==> src/rtl/norm_pkg.sv <==
// Shared types and helpers for the iterative left-normalizer.
package norm_pkg;

    typedef enum logic [1:0] {
        IDLE = 2'd0,
        RUN  = 2'd1,
        DONE = 2'd2
    } norm_state_t;

    // Width of the slice tested by binary-search stage k.
    function automatic int stage_width(input int k);
        return 1 << k;
    endfunction

endpackage

==> src/rtl/norm_shift.sv <==
// Iterative left-normalizer: binary search for the leading one, one stage per clock.
// Returns the normalized word and the shift amount (leading-zero count).
module norm_shift
    import norm_pkg::*;
#(
    parameter  int WIDTH       = 32,
    localparam int SHAMT_WIDTH = $clog2(WIDTH)
) (
    input  logic                   clk,
    input  logic                   rst,
    input  logic                   i_valid,
    output logic                   i_ready,
    input  logic [WIDTH-1:0]       i_data,
    output logic                   o_valid,
    input  logic                   o_ready,
    output logic [WIDTH-1:0]       o_data,
    output logic [SHAMT_WIDTH-1:0] o_shamt,
    output logic                   o_zero
);

    norm_state_t            state_reg;
    logic [WIDTH-1:0]       work_reg;
    logic [SHAMT_WIDTH-1:0] acc_reg;
    logic [SHAMT_WIDTH-1:0] k_reg;

    logic [WIDTH-1:0]       stage_work [SHAMT_WIDTH];
    logic [SHAMT_WIDTH-1:0] stage_hit;
    logic [WIDTH-1:0]       work_next;
    logic [SHAMT_WIDTH-1:0] acc_next;

    // Every stage's test-and-shift is built; k_reg picks the one active this cycle.
    generate
        for (genvar gi = 0; gi < SHAMT_WIDTH; gi++) begin : g_stage
            localparam int SW = stage_width(gi);
            assign stage_hit[gi]  = (work_reg[WIDTH-1 -: SW] == '0);
            assign stage_work[gi] = stage_hit[gi] ? (work_reg << SW) : work_reg;
        end
    endgenerate

    always_comb begin
        work_next        = stage_work[k_reg];
        acc_next         = acc_reg;
        acc_next[k_reg]  = stage_hit[k_reg];
    end

    assign i_ready = (state_reg == IDLE);
    assign o_valid = (state_reg == DONE);

    always_ff @(posedge clk or posedge rst) begin
        if (rst) begin
            state_reg <= IDLE;
            work_reg  <= '0;
            acc_reg   <= '0;
            k_reg     <= '0;
            o_data    <= '0;
            o_shamt   <= '0;
            o_zero    <= 1'b0;
        end else begin
            case (state_reg)
                IDLE: begin
                    if (i_valid) begin
                        work_reg  <= i_data;
                        acc_reg   <= '0;
                        k_reg     <= SHAMT_WIDTH'(SHAMT_WIDTH - 1);
                        state_reg <= RUN;
                    end
                end
                RUN: begin
                    work_reg <= work_next;
                    acc_reg  <= acc_next;
                    if (k_reg == '0) begin
                        o_data    <= work_next;
                        o_shamt   <= acc_next;
                        o_zero    <= (work_next == '0);
                        state_reg <= DONE;
                    end else begin
                        k_reg <= k_reg - 1'b1;
                    end
                end
                DONE: begin
                    if (o_ready) begin
                        state_reg <= IDLE;
                    end
                end
                default: state_reg <= IDLE;
            endcase
        end
    end

endmodule

==> config.mk <==
export PLATFORM = sky130hd
export DESIGN_NAME = norm_shift
export DESIGN_NICKNAME = d
export VERILOG_FILES = /design/src/rtl/norm_pkg.sv /design/src/rtl/norm_shift.sv
export SDC_FILE = /design/constraint.sdc
export NUM_CORES = 1
export LEC_CHECK = 0
export CORE_MARGIN = 1.5
export CORE_UTILIZATION = 24
export CTS_CLUSTER_DIAMETER = 80
export DETAILED_ROUTE_END_ITERATION = 6
export GPL_TIMING_DRIVEN = 0
export SLEW_MARGIN = 30
export SYNTH_ARGS = -nofsm -noshare
export SYNTH_HDL_FRONTEND = slang
export SYNTH_SLANG_ARGS = --single-unit
==> constraint.sdc <==
create_clock -name clk -period 3.7 [get_ports clk]
set_clock_uncertainty 0.15 [all_clocks]
set_input_delay 0.37 -clock clk [delete_from_list [all_inputs] [get_ports clk]]
set_output_delay 0.37 -clock clk [all_outputs]
set_load 0.02 [all_outputs]
==> metrics <==
status finished with violations; failing checks design-rule violations; P_leak 2.72 nW; RR Endpoint o_zero$_DFFE_PP0P_; period utilization 0.997; Cells after Synth 649; sequential share of the synthesized area 0.380; Die Wd 153 um; Worst Hold Class primary input to asynchronous set/reset pin; ANT nets after route 0; post-DR wirelength/cell 21.7 um; row count 54; DPL Wire Length 16.5 mm; DR vias 5814; largest net degree at the start of global routing 44; first-pass GRT wire length 34.6 mm; Worst-Margin Slew 0.806 ns; yosys warns 0; P&R area growth vs syn 30.5%; initial antenna violation count 0; Layout Cell Area excl Fill 0.00704 mm2; Starting Density 0.246; power after layout 6.79 mW; RSZ-0062 raised after global routing no; hold buffers post-CTS 0; register area 0.00205 mm2; total negative setup slack 0 ns; H-tree levels 3; Startpoint Class flop; vias in the first global route 5763; Post-DP Area 0.00656 mm2; Synth cell types 68; gr usage total 0.191; clock-pin slew on the worst setup and hold paths 0.07 ns; grt total ovfl 0; max-cap violation count 0; DRT Pass-1 Iters 7; syn nets 687; port bufs 75; full die area 0.0234 mm2; fmax 271 MHz; Pins Over Slew Limit 0; core area 0.0220 mm2; CTS tree yes; antenna cell count 0; CP Class flop to flop; DR WL met2 9.99 mm; CP required 3.81 ns; CTS root buf clkbuf_16; #FFs+latches synth 82; drt initial violations 637; final net count 782; mapped cell area 0.00540 mm2; ys flop type dfrtp_1; Max-Slew Margin vs Limit 0.462; Critical Path Sink Type flop; # setup viols final 0; cells on worst reg2reg path 9; Residual DRC 5; CP Data Arrival Time 3.80 ns; number of I/O pins 76; clk buf depth 2; Die Y 153 um; met1 wire length 9.74 mm; max layer used met4; Max VDD drop 0.296 mV; CTS Buf Count 9; routed wl met3 1.84 mm; drt via density 5.65; fraction of layout cells with a size suffix above 1 0.126; EDFF count, synth 0; latest clock arrival within the worst-skew pair 0.35 ns; Post-synth ARST share 1.00; area of the multi-input gates 0.00314 mm2; RePlAce Congestion 0.970; fillcell total 2331; Tmin final 3.69 ns; CP Max Fanout 10; Clock Sinks 82; Cell Pwr Density 964 mW/mm2; final cell count without fillers 1029; syn avg cell area 8.32 um2; Routed WL 22.3 mm; endpoints failing hold 0; Placed Cells incl. Taps 1007; RR Startpoint work_reg[31]$_DFFE_PP0P_; flop2flop setup slack 0.009 ns; Worst Setup SP work_reg[31]$_DFFE_PP0P_
routing by layer:
metal / GRT usage / vias up
li1: - / 2632
met2: 0.292 / 285
met1: 0.257 / 2845
met4: 0.0789 / 0
met3: 0.0465 / 52
met5: 0 / -
logic make-up (layout without fill, tap and decap cells):
logic type	Yosys count	in the layout	share of synthesized area
buf+inv	91	191	0.0651
compound gates	273	273	0.342
fa+ha+maj	2	2	0.00464
mux	22	22	0.0424
flops	82	82	0.380
simple gates	176	176	0.160
xor+xnor	3	3	0.00487
synthesized netlist by cell type, drive strengths merged (9+ instances only):
| library cell | count | share of area |
|---|---|---|
| dfrtp | 82 | 0.38 |
| a31oi | 9 | 0.010 |
| a2111oi | 9 | 0.017 |
| buf | 11 | 0.0093 |
| a22oi | 30 | 0.042 |
| clkbuf | 63 | 0.044 |
| inv | 17 | 0.012 |
| nor2 | 29 | 0.020 |
| o21ai | 99 | 0.092 |
| a21oi | 38 | 0.035 |
| nand2 | 80 | 0.056 |
| mux2i | 15 | 0.028 |
| o221ai | 12 | 0.019 |
| o221a | 10 | 0.021 |
metrics by stage:
step | setup slack (ns) | util | hold slack (ns)
finish | 0.00933 | 0.321 | 0.245
global route | 0.0103 | 0.321 | 0.286
CTS | 0.00874 | 0.316 | 0.261
detailed placement | -0.651 | 0.299 | 0.322
global placement | -0.956 | 0.296 | 0.315
floorplan | 0.643 | - | 0.320
area by class of cell:
cell class	instances	share of cell area
Buffer	73	0.0430
Clock buffer	10	0.0339
Multi-Input combinational cell	476	0.446
Inverter	17	0.00977
Timing Repair Buffer	85	0.119
Clock inverter	6	0.00711
Tap cell	280	0.0498
Sequential cell	82	0.291
how the worst max path moves through the flow:
stage                               endpoint
after global placement    o_zero$_DFFE_PP0P_
after global routing      o_zero$_DFFE_PP0P_
final                     o_zero$_DFFE_PP0P_
after CTS                 o_zero$_DFFE_PP0P_
after detailed placement  o_zero$_DFFE_PP0P_
after floorplan           o_zero$_DFFE_PP0P_
critical path, stage by stage, from the launching register on:
cell and delay (ns):
dfrtp_1 0.38, buf_2 0.24, nor4_4 0.57, clkbuf_2 0.40
nand2_1 0.19, o41ai_2 0.39, o221ai_1 0.39, a2111oi_4 0.38
nand4_1 0.26, o31ai_2 0.24
power by group:
part / internal (mW) / switching, mW / total, mW / leakage [nW]
clock: 0.481 / 0.398 / 0.880 / 0.141
sequential: 1.23 / 0.223 / 1.45 / 1.09
combinational: 1.51 / 2.94 / 4.45 / 1.50
timing repair:
action	4_1_cts	5_1_grt
pin swaps	1	3
hold endpoints to repair	0	0
resized for setup	16	23
setup endpoints to repair	42	6
setup buffers	3	4
cloned	0	0
layout by cell type (no fill, tap or decap), types with 6 or more instances in the layout:
cell,n
a21oi_1,37
a22oi_1,30
a31oi_1,9
a32oi_1,6
and3_1,7
buf_2,8
buf_4,7
clkbuf_1,51
clkbuf_16,9
clkbuf_2,11
clkdlybuf4s50_1,75
dfrtp_1,82
inv_1,15
mux2_2,7
mux2i_1,15
nand2_1,79
nand2b_1,7
nand3_1,6
nand4_1,6
nor2_1,28
nor3_1,7
o21ai_0,90
o21ai_1,8
o221a_2,9
o221ai_1,12
o22ai_1,7
or2_2,6
Power figures use the tool's default switching activity.
==> edit, RTL diff (same settings) <==
Change the parameter `WIDTH` from 32 to 64.
--- a/src/rtl/norm_shift.sv
+++ b/src/rtl/norm_shift.sv
@@ -5,3 +5,3 @@
 #(
-    parameter  int WIDTH       = 32,
+    parameter  int WIDTH       = 64,
     localparam int SHAMT_WIDTH = $clog2(WIDTH)
Interface: changed (resized i_data, o_data and o_shamt); port bits go from 76 to 141. The function was not compared with the original's and may differ.
==> edit against the unedited design <==
The run ends with setup timing left. Sequential share of layout area fell by 3.7 points. Area after synthesis rose by 100%. Power rose to 2.6 times the old value. Non-clock buffer count rose by 175. Wire length rose to 3.8 times the old value. Worst setup slack got worse by 0.14 ns. Via count rose by 140%. Design area rose by 110%. Sequential cell count rose by 67. Combinational power rose to 2.9 times the old value. Count of clock-buffer cells in the layout rose by 9. Largest cell class unchanged.
==> edit: results (changes against the unedited design) <==
- Slowest stage delay, CP: 0.43 ns (-0.14 ns)
- CTS clock-pin slew for the worst setup and hold paths: 0.07 ns (about the same)
- Fin worst setup slack: -0.128 ns (-0.137 ns)
- Vias per inst: 6.26 (+11%)
- Number of antenna violations at the first check in global routing: 3 (+3)
- Ranking of synthesized cells by area: dfrtp_1, a21oi_1, o21ai_0
- WL final: 85.1 mm (+280%)
- Register area share after synthesis: 34.1% (-3.9 points)
- Asr flop ratio synth: 100% (unchanged)
- Drt wl/cell: 38.4 microns (+77%)
- DRT iter0 DRCs: 1691 (+170%)
- Critical Path AT: 4.10 ns (+0.30 ns)
- Multi-input gate area: 6900 sq um (+120%)
- CTS Root Cell: clkbuf_16
- Gr usage total: 36.5% (+17 points)
- Critical-path maximum fanout: 10 (unchanged)
- Final setup TNS: -0.128 ns (-0.128 ns)
- H-tree depth: 4 (+1)
- Post-synth top cells: a21oi_1, dfrtp_1, o21ai_0
- First drt pass iteration count: 5 (-2)
- Peak supply drop: 0.449 mV (+52%)
- Cells on worst reg2reg path: 11 (+2)
- Pin count of the biggest net entering global routing: 29 (-34%)
- Placed cell areas: 13300 sq um (+100%)
- Clock latency on the worst-skew pair: 0.48 ns (+0.13 ns)
- Vias in the first global route: 13798 (+140%)
- Inserted Clock Buffers: 17 (+8)
- Detailed Place HPWL: 63.4 mm (+280%)
- Tightest Pin Transition: 1.06 ns (+0.253 ns)
- Failing checks: setup timing
- Net Count, Synth: 1482 (+120%)
- Outcome: finished with violations
- Fillcell total: 4898 (+110%)
- Final setup vio count: 1 (+1)
- HP Class: primary input to asynchronous set/reset pin
- Slowest cell on crit path: nor3_1
- Port Buffers: 140 (+87%)
- Nets: 1671 (+110%)
- Share of cells above drive strength 1: 17.2% (+4.7 points)
- Distinct cells, synth: 72 (+5.9%)
- Post-Place Worst Slack: -1.71 ns (-1.06 ns)
- Top_reg_cell synth: dfrtp_1
- Max Buffers Root-to-Sink: 2 (unchanged)
- GPL Wtd Cong: 1.00 (+3.6%)
- Cells after synthesis: 1413 (+120%)
- Leak Pwr: 5.67 nW (+110%)
- CP delay by family, top: simple AND/OR/NAND/NOR gates
- First-pass GRT wire length: 117 mm (+240%)
- Warnings, synthesis: 0 (unchanged)
## edit: area by class of cell
type	count	share of cell area [%]
Clock inverter	13	0.998
Multi-Input combinational cell	1072	47.0
Timing Repair Buffer	184	12.4
Clock buffer	19	3.02
Inverter	29	0.810
Antenna cell	1	0.0171
Buffer	149	5.18
Sequential cell	149	25.5
Tap cell	600	5.12
## edit: worst paths after layout
path,startpoint,end,slack (ns)
worst max-delay path,work_reg[49],o_zero,-0.13
worst min-delay path,rst,o_data[23],0.12
worst max register to register,work_reg[49],o_zero,-0.13
worst min register to register,o_data[15],o_data[15],0.33
max in group asynchronous,rst,work_reg[39],2.26
min in group clk,o_data[15],o_data[15],0.33
## edit: kinds of logic (layout without fill, tap and decap cells)
family,after synthesis,after routing,synth area share [%]
muxes,48,48,4.71
xor gates and xnor gates,3,3,0.240
and+or+nand+nor,420,420,18.7
other,0,1,0
AOI/OAI and AO/OA,600,600,35.2
DFF,149,149,34.1
buffers and inverters,192,394,6.98
adders and majority gates,1,1,0.114
## edit: timing repair
item / in CTS / in global routing
pin swaps: 25 / 8
buffers inserted: 27 / 5
hold buffers: 0 / 0
resized for setup: 150 / 26
setup endpoints to repair: 137 / 40
## edit: power by group
part           total [W]  switching [W]  internal, W
Sequential       0.00321       0.000894      0.00231
Clock            0.00182       0.000800      0.00102
Combinational     0.0128        0.00889      0.00389
Total             0.0178         0.0106      0.00722
## edit: layer usage
layer / up-vias / GRT usage, % / wire (microns)
met1: 7003 / 46.6 / 35200
met4: 0 / 24.7 / 6280
li1: 5672 / - / -
met2: 890 / 56.3 / 37600
met3: 297 / 6.15 / 6060
met5: - / 0 / 0
